<file path="src/rtl/mul_acc_stage_pkg.sv">
// mul_acc_stage_pkg
//   Shared definitions for the multiplier accumulator stage: FSM state
//   encodings, the product width and a small state-decode helper.
package mul_acc_stage_pkg;

  // Width of the unsigned product delivered by the 8x8 multiplier.
  localparam int P_W = 16;

  // Block FSM encodings.
  typedef enum logic [1:0] {
    ST_IDLE = 2'd0,
    ST_ACC  = 2'd1,
    ST_DONE = 2'd2
  } state_t;

  // A beat accepted in IDLE opens a new block, so the running sum,
  // counter and overflow flag restart from that beat.
  function automatic logic is_fresh(input state_t s);
    return (s == ST_IDLE);
  endfunction

endpackage

</file>
<file path="src/rtl/mul_acc_stage_add.sv">
// add_nbit
//   Ripple-carry adder, N bits wide. Carry-out is not a port; callers that
//   need the carry widen the operands by one bit and read the sum MSB.
// Ports
//   i_a, i_b : N-bit operands
//   i_ci     : carry-in
//   o_s      : N-bit sum
module add_nbit #(
  parameter int N = 8
) (
  input  logic [N-1:0] i_a,
  input  logic [N-1:0] i_b,
  input  logic         i_ci,
  output logic [N-1:0] o_s
);

  logic w_c;

  // Bit-serial carry ripple from LSB to MSB.
  always_comb begin
    w_c = i_ci;
    o_s = {N{1'b0}};
    for (int i = 0; i < N; i++) begin
      o_s[i] = i_a[i] ^ i_b[i] ^ w_c;
      w_c    = (i_a[i] & i_b[i]) | (w_c & (i_a[i] ^ i_b[i]));
    end
  end

endmodule

</file>
<file path="src/rtl/mul_acc_stage.sv">
// mul_acc_stage
//   Accumulator stage behind the 8x8 array multiplier. Sums a block of
//   16-bit unsigned products (block end marked by i_p_last) and presents the
//   block sum, beat count and a sticky overflow flag on a result handshake.
//   Optional feature macro: MUL_ACC_SAT_EN -- when defined the accumulator
//   clamps to all-ones on carry; otherwise it wraps. ovf is set either way.
// Ports
//   i_clk      : clock, rising edge
//   i_rst      : synchronous reset, active-high
//   i_clr      : synchronous block abort (drops partial sum and result)
//   i_p_valid  : product beat valid
//   o_p_ready  : stage can accept a beat (combinational)
//   i_p        : 16-bit unsigned product
//   i_p_last   : final beat of the block
//   o_r_valid  : block result valid
//   i_r_ready  : consumer accepts result
//   o_r        : block sum, ACC_W bits
//   o_r_cnt    : beats in block (saturating)
//   o_ovf      : accumulator carry seen within the block
module mul_acc_stage
  import mul_acc_stage_pkg::*;
#(
  parameter int ACC_W = 24,
  parameter int CNT_W = 8
) (
  input  logic             i_clk,
  input  logic             i_rst,
  input  logic             i_clr,
  input  logic             i_p_valid,
  output logic             o_p_ready,
  input  logic [P_W-1:0]   i_p,
  input  logic             i_p_last,
  output logic             o_r_valid,
  input  logic             i_r_ready,
  output logic [ACC_W-1:0] o_r,
  output logic [CNT_W-1:0] o_r_cnt,
  output logic             o_ovf
);

  state_t             r_state;
  state_t             w_state_nxt;

  logic [ACC_W-1:0]   r_acc;
  logic [CNT_W-1:0]   r_cnt;
  logic               r_ovf;
  logic [ACC_W-1:0]   r_res;
  logic [CNT_W-1:0]   r_res_cnt;
  logic               r_res_ovf;

  logic               w_fire;
  logic               w_fresh;
  logic               w_carry;
  logic [ACC_W:0]     w_op_a;
  logic [ACC_W:0]     w_op_b;
  logic [ACC_W:0]     w_sum;
  logic [ACC_W-1:0]   w_acc_nxt;
  logic [CNT_W-1:0]   w_cnt_nxt;
  logic               w_ovf_nxt;

  assign w_fire  = i_p_valid && o_p_ready;
  assign w_fresh = is_fresh(r_state);

  // A fresh block adds the first beat to zero rather than to the stale sum.
  assign w_op_a = w_fresh ? {(ACC_W+1){1'b0}} : {1'b0, r_acc};
  assign w_op_b = {{(ACC_W+1-P_W){1'b0}}, i_p};

  add_nbit #(
    .N (ACC_W + 1)
  ) u_add (
    .i_a  (w_op_a),
    .i_b  (w_op_b),
    .i_ci (1'b0),
    .o_s  (w_sum)
  );

  // The extra top bit of the widened adder is the accumulator carry.
  assign w_carry = w_sum[ACC_W];

  // Saturation / wrap selection for the next accumulator value.
  always_comb begin
`ifdef MUL_ACC_SAT_EN
    // Once clamped, any further nonzero beat carries again, so the sum
    // stays at all-ones for the rest of the block.
    if (w_carry) begin
      w_acc_nxt = {ACC_W{1'b1}};
    end else begin
      w_acc_nxt = w_sum[ACC_W-1:0];
    end
`else
    w_acc_nxt = w_sum[ACC_W-1:0];
`endif
  end

  // Saturating beat counter and sticky overflow for the next beat.
  always_comb begin
    w_cnt_nxt = r_cnt;
    w_ovf_nxt = r_ovf;
    if (w_fresh) begin
      w_cnt_nxt = CNT_W'(1'b1);
      w_ovf_nxt = w_carry;
    end else begin
      if (&r_cnt) begin
        w_cnt_nxt = r_cnt;
      end else begin
        w_cnt_nxt = r_cnt + CNT_W'(1'b1);
      end
      w_ovf_nxt = r_ovf | w_carry;
    end
  end

  // Running sum and result registers; the result is captured with the last beat.
  always_ff @(posedge i_clk) begin
    if (i_rst || i_clr) begin
      r_acc     <= {ACC_W{1'b0}};
      r_cnt     <= {CNT_W{1'b0}};
      r_ovf     <= 1'b0;
      r_res     <= {ACC_W{1'b0}};
      r_res_cnt <= {CNT_W{1'b0}};
      r_res_ovf <= 1'b0;
    end else if (w_fire) begin
      r_acc <= w_acc_nxt;
      r_cnt <= w_cnt_nxt;
      r_ovf <= w_ovf_nxt;
      if (i_p_last) begin
        r_res     <= w_acc_nxt;
        r_res_cnt <= w_cnt_nxt;
        r_res_ovf <= w_ovf_nxt;
      end
    end
  end

  // FSM state register.
  always_ff @(posedge i_clk) begin
    if (i_rst) begin
      r_state <= ST_IDLE;
    end else begin
      r_state <= w_state_nxt;
    end
  end

  // FSM next-state logic; abort wins over any beat in the same cycle.
  always_comb begin
    w_state_nxt = r_state;
    if (i_clr) begin
      w_state_nxt = ST_IDLE;
    end else begin
      case (r_state)
        ST_IDLE: begin
          if (w_fire) begin
            if (i_p_last) begin
              w_state_nxt = ST_DONE;
            end else begin
              w_state_nxt = ST_ACC;
            end
          end else begin
            w_state_nxt = ST_IDLE;
          end
        end
        ST_ACC: begin
          if (w_fire && i_p_last) begin
            w_state_nxt = ST_DONE;
          end else begin
            w_state_nxt = ST_ACC;
          end
        end
        ST_DONE: begin
          if (i_r_ready) begin
            w_state_nxt = ST_IDLE;
          end else begin
            w_state_nxt = ST_DONE;
          end
        end
        default: w_state_nxt = ST_IDLE;
      endcase
    end
  end

  // FSM outputs; beats are refused while a result is pending or on abort.
  always_comb begin
    o_p_ready = (r_state != ST_DONE) && !i_clr;
    o_r_valid = (r_state == ST_DONE);
  end

  assign o_r     = r_res;
  assign o_r_cnt = r_res_cnt;
  assign o_ovf   = r_res_ovf;

endmodule

</file>
<file path="config.mk">
export PLATFORM = sky130hd
export DESIGN_NAME = mul_acc_stage
export DESIGN_NICKNAME = d
export VERILOG_FILES = /design/src/rtl/mul_acc_stage_pkg.sv /design/src/rtl/mul_acc_stage_add.sv /design/src/rtl/mul_acc_stage.sv
export SDC_FILE = /design/constraint.sdc
export NUM_CORES = 1
export LEC_CHECK = 0
export BUFFER_PORTS_ARGS = -buffer_cell sky130_fd_sc_hd__buf_4
export CAP_MARGIN = 20
export CORE_ASPECT_RATIO = 1.1
export CORE_MARGIN = 4
export CORE_UTILIZATION = 30
export CTS_CLUSTER_DIAMETER = 80
export DETAILED_ROUTE_END_ITERATION = 10
export PLACE_DENSITY = 0.59
export REMOVE_ABC_BUFFERS = 1
export SLEW_MARGIN = 25
export SYNTH_ARGS = -nofsm -noshare
export SYNTH_HDL_FRONTEND = slang
export SYNTH_SLANG_ARGS = --single-unit
</file>
<file path="constraint.sdc">
create_clock -name i_clk -period 8.8 [get_ports i_clk]
set_clock_uncertainty 0.2 [all_clocks]
set_input_delay 0.44 -clock i_clk [delete_from_list [all_inputs] [get_ports i_clk]]
set_output_delay 0.44 -clock i_clk [all_outputs]
set_load 0.005 [all_outputs]
</file>
Word level (Yosys, flattened, before mapping)

Cells that the tools add are included.

Reductions and logical operators: 9
$add $sub $neg: 1
Multiplexer cells: 9
Equality and inequality tests: 3
Bitwise operators: 95

Operators by type and width:

| operator              | count |
|---|---|
| $and A1 B1 Y1         | 39 |
| $xor A1 B1 Y1         | 39 |
| $mux W24              | 1 |
| $mux W8               | 2 |
| $or A1 B1 Y1          | 16 |
| $add A8 B1 Y8 const B | 1 |
| $mux W2               | 4 |
| $reduce_and A8 Y1     | 1 |
| $pmux W2 S3           | 1 |
| $logic_and A1 B1 Y1   | 3 |
| $eq A2 B1 Y1 const B  | 1 |
| $eq A2 B2 Y1 const B  | 1 |
| $logic_not A2 Y1      | 1 |
| $ne A2 B2 Y1 const B  | 1 |
| $reduce_and A2 Y1     | 1 |
| $reduce_or A2 Y1      | 1 |
| $logic_not A1 Y1      | 1 |
| $logic_or A1 B1 Y1    | 1 |
| $mux W1               | 1 |
| $xor A1 B1 Y1 const A | 1 |

Input port bits: 22
Word-level logic and storage cells: 124
Output and inout port bits: 35
Bits in registers: 68

Logic depth before layout (Yosys ltp)

Depth after elaboration: 44
Depth in mapped cells: 31
Depth with buffers taken out: 30

Hierarchy

From an unflattened synthesis, not the netlist that was laid out.

Cells, all modules: 335
Area, all modules: 3319.4 µm²

By module, submodules not included:

| module        | cells an instance | instances | area each (µm²) | seq. area each (µm²) |
|---|---|---|---|---|
| mul_acc_stage | 305               | 1         | 2796.4          | 1361.3 |
| add_nbit      | 30                | 1         | 523.0           | 0.0 |

Worst setup path before layout

No wires, ideal clock.

Path type: reg-to-reg
Start point: register r_state[1]
End point: register r_res_ovf (netlist: o_ovf)
Path slack: 0.364 ns
Data required time: 8.479 ns
Data arrival time: 8.115 ns
Setup time: 0.121 ns
Stages on the path, launching flop included: 32
Period minus slack after synthesis: 8.436 ns
Path buffers: 1
Path through: dfxtp_1 > or2_2 > buf_1 > and2_1 > ha_1 > inv_1 > fa_1 > fa_1 > inv_1 > fa_1 > fa_1 > fa_1 > fa_1 > fa_1 > fa_1 > fa_1 > fa_1 > fa_1 > fa_1 > fa_1 > fa_1 > fa_1 > ha_1 > ha_1 > ha_1 > ha_1 > ha_1 > ha_1 > ha_1 > ha_1 > a211oi_1 > nor3_1

Word-level cells in the longest chain between the ends: 44
Elaborated cells on any way between the ends: 78
Classes of those cells: 1 x eq/ne; 2 x mux; 71 x bitwise; 4 x reduce/logical

RTL lines:

| element                                               | line                    | source |
|---|---|---|
| from (decl)                                           | mul_acc_stage.sv:40     | `state_t r_state;` |
| from (signal assigned)                                | mul_acc_stage.sv:137    | `r_state <= w_state_nxt;` |
| $logic_not A2 Y1                                      | mul_acc_stage_pkg.sv:19 | `return (s == ST_IDLE);` |
| $mux W24                                              | mul_acc_stage.sv:64     | `assign w_op_a = w_fresh ? {(ACC_W+1){1'b0}} : {1'b0, r_acc};` |
| $and A1 B1 Y1 / $xor A1 B1 Y1 (equally long branches) | mul_acc_stage_add.sv:25 | `w_c = (i_a[i] & i_b[i]) \| (w_c & (i_a[i] ^ i_b[i]));` |
| $and A1 B1 Y1                                         | mul_acc_stage_add.sv:25 |  |
| $or A1 B1 Y1                                          | mul_acc_stage_add.sv:25 |  |
| $and A1 B1 Y1                                         | mul_acc_stage_add.sv:25 |  |
| $or A1 B1 Y1                                          | mul_acc_stage_add.sv:25 |  |
| $and A1 B1 Y1                                         | mul_acc_stage_add.sv:25 |  |
| [... 21 more ...]                                     | n/a                     |  |
| $and A1 B1 Y1                                         | mul_acc_stage_add.sv:25 |  |
| $or A1 B1 Y1                                          | mul_acc_stage_add.sv:25 |  |
| $and A1 B1 Y1                                         | mul_acc_stage_add.sv:25 |  |
| $or A1 B1 Y1                                          | mul_acc_stage_add.sv:25 |  |
| $and A1 B1 Y1 (8 in a row)                            | mul_acc_stage_add.sv:25 |  |
| $xor A1 B1 Y1                                         | mul_acc_stage_add.sv:24 | `o_s[i] = i_a[i] ^ i_b[i] ^ w_c;` |
| $or A1 B1 Y1                                          | mul_acc_stage.sv:107    | `w_ovf_nxt = r_ovf \| w_carry;` |
| $mux W1                                               | mul_acc_stage.sv:98     | `if (w_fresh) begin` |
| to (signal assigned)                                  | mul_acc_stage.sv:127    | `r_res_ovf <= w_ovf_nxt;` |
| to (decl)                                             | mul_acc_stage.sv:48     | `logic r_res_ovf;` |

Parallel ways exist; a longest one is shown, timed or not.
A chain may end at the register's enable or synchronous reset.

Final worst setup path

Start point: register r_state[0]
End point: register r_res_ovf (netlist: o_ovf)

Same word-level chain as after synthesis.

==> flow_summary.ini <==
[setup_path]
worstSetupStartpointType = register
r2r_cells = 30
cp-end-kind = register
r2r_start = r_state[0]
crit_required_ns = 8.78
crit_slowest_cell = fa_1
critPathKind = register to register
crit_path_frequent_cell = fa_1
slowest_delay_ns = 0.40
crit_fanout = 6
rr_endpoint = o_ovf
crit_arrival_ns = 8.47
crit_start = r_state[0]
regToRegSetupSlack_ns = 0.31

[routing]
ant_nets = 0
wl_per_cell_um = 13.4
viasPerCell = 4.77
drt-total-wl_um = 7650
vias = 2719
first_iter_violations = 97
drc = 0
firstDrtPassIters = 4

[clocking]
cts_tree = built
cts_made_buffers = 9
clk_pin_slew_ns = 0.05
cts_root_buf = clkbuf_16
post_cts_buffers = 0
clock_sinks = 68
clockBufferDepth = 2
htree_levels = 3
clk_latency_ns = 0.32

[final_layout]
final_cells = 570
syn2layout_area_growth_pct = 24.4
antenna_cells = 0
layout-drive-gt1-share_pct = 20.6
nets = 470

[yosys]
synth_area_mm2 = 0.00328
ys.flop_type = dfxtp_1
synth_cell_types = 47
async_flop_share_pct = 0
synth_cells = 375
synth_edf_count = 0
ys_seq_area_share_pct = 41.5
syn_avg_cell_area_um2 = 8.76
ys_warn_count = 0
ys_seq_elements = 68

[global_route]
grt_pass1_vias = 2611
grt_first_pass_wirelength_um = 12800
antenna_found_initial = 0
grt.overflow.total = 0
grt_usage_pct = 12.5
grt_max_degree = 63

[timing]
drv_slew = 0
max_freq_mhz = 118
finalHoldViolations = 0
setup_tns_ns = 0
worstMarginPinSlew_ns = 0.686
fin_ws_ns = 0.315
min_period_ns = 8.49
slew_headroom_pct = 54.3
rsz0062_at_grt = false
period_share_pct = 96.4
hold_slack_ns = 0.198
setup_viol = 0

[die]
die_area_mm2 = 0.0127
io-pin-count = 57
row_count = 39
core_mm2 = 0.0105
die_h_um = 118
initial_core_util_pct = 31.1
die_x_um = 108

[placed_design]
dpl.cell_count = 555
finalWeightedCongestion = 0.789
port-buffer-count = 56
hpwl_um = 5130
pre_cts_ws_ns = 0.250

[worst_hold_path]
whs_endpoint = r_state[1]
min_from = i_r_ready
min_path_cells = 3
hp-class = input pin to register

[status]
status = finished clean

[flow_run]
maxCapViolCount = 0

[power]
vdd_ir_drop_max_v = 0.0000826
p_leak_nw = 1.61
powerDensity_mw_per_mm2 = 169
-- cell usage after synthesis (6+ instances only) --
library cell	instances	area share, %
a211oi_1	7	1.6
a21oi_1	51	7.8
and2_1	25	4.8
buf_2	8	1.2
clkbuf_1	10	1.1
dfxtp_1	68	41
fa_1	15	9.1
ha_1	10	3.8
inv_1	7	0.80
nand2_1	94	11
nand3_1	6	0.91
nor2_1	14	1.6
-- critical path, delay by kind of cell, from the launching register on --
family          cells  cell delay (ns)
fa+ha+maj          24             6.98
simple gates        3             0.54
flops               1             0.35
compound gates      1             0.18
buf+inv             2             0.11
-- stage by stage --
stage | cell area (um^2) | utilization, % | power (W)
finish | 4090 | 38.8 | 0.000689
global route | 4090 | 38.8 | 0.000720
CTS | 4070 | 38.7 | 0.000700
detailed placement | 3800 | 36.1 | 0.000368
global placement | 3800 | 36.1 | 0.000368
floorplan | 3150 | - | 0.000344
-- kinds of logic after synthesis --
logic type | synth area share, %
AOI/OAI and AO/OA | 17.0
xor gates and xnor gates | 0.267
adders and majority gates | 13.0
buffers and inverters | 4.88
DFF | 41.5
muxes | 0.610
and+or+nand+nor | 22.9
-- area by class of cell --
class,count,area (um^2)
Clock buffer,13,260
Clock inverter,2,10.0
Fill cell,1121,6450
Inverter,8,30.0
Multi-Input combinational cell,274,1780
Sequential cell,68,1360
Tap cell,143,179
Timing Repair Buffer,62,469
-- registers in the layout, indices dropped and copies added, names as in the netlist --
register  flops
r_acc        24
r_cnt         8
o_r_cnt       8
o_r          24
o_ovf         1
r_ovf         1
r_state       2
-- layout by cell type, fill, tap and decap left out, drive strengths merged, types with 3 or more instances in the layout --
master    n
nand3     6
and2     25
o2bb2ai   3
inv       8
nand2    95
and3      3
nor3      4
a31oi     5
dfxtp    68
ha       10
nor2     14
buf      62
fa       15
a21oi    51
clkbuf   13
nand2b    3
o21ai     6
a211oi    8
and4      3
-- power breakdown --
part / internal [W] / total, W / switching, W
combinational: 0.0000181 / 0.0000476 / 0.0000295
sequential: 0.000312 / 0.000314 / 0.00000197
clock: 0.000204 / 0.000328 / 0.000125
-- worst max path at each step --
stage	endpoint	slack [ns]	cells after the start
floorplan	o_r[23]	0.32	30
global placement	o_ovf	0.34	30
detailed placement	o_ovf	0.25	30
CTS	o_ovf	0.22	30
global route	o_ovf	0.006	30
finish	o_ovf	0.31	30
-- routing by layer --
layer	GRT usage, %	up-vias	wire length (um)
met3	2.85	7	327
li1	-	1364	-
met4	4.34	0	77
met1	15.9	1295	3350
met5	0	-	0
met2	20.5	53	3900
-- timing repair --
item,CTS,global route
endpoints found under the setup margin,0,3
resized for setup,0,2
hold buffers,0,0
(Power assumes the default switching activity.)
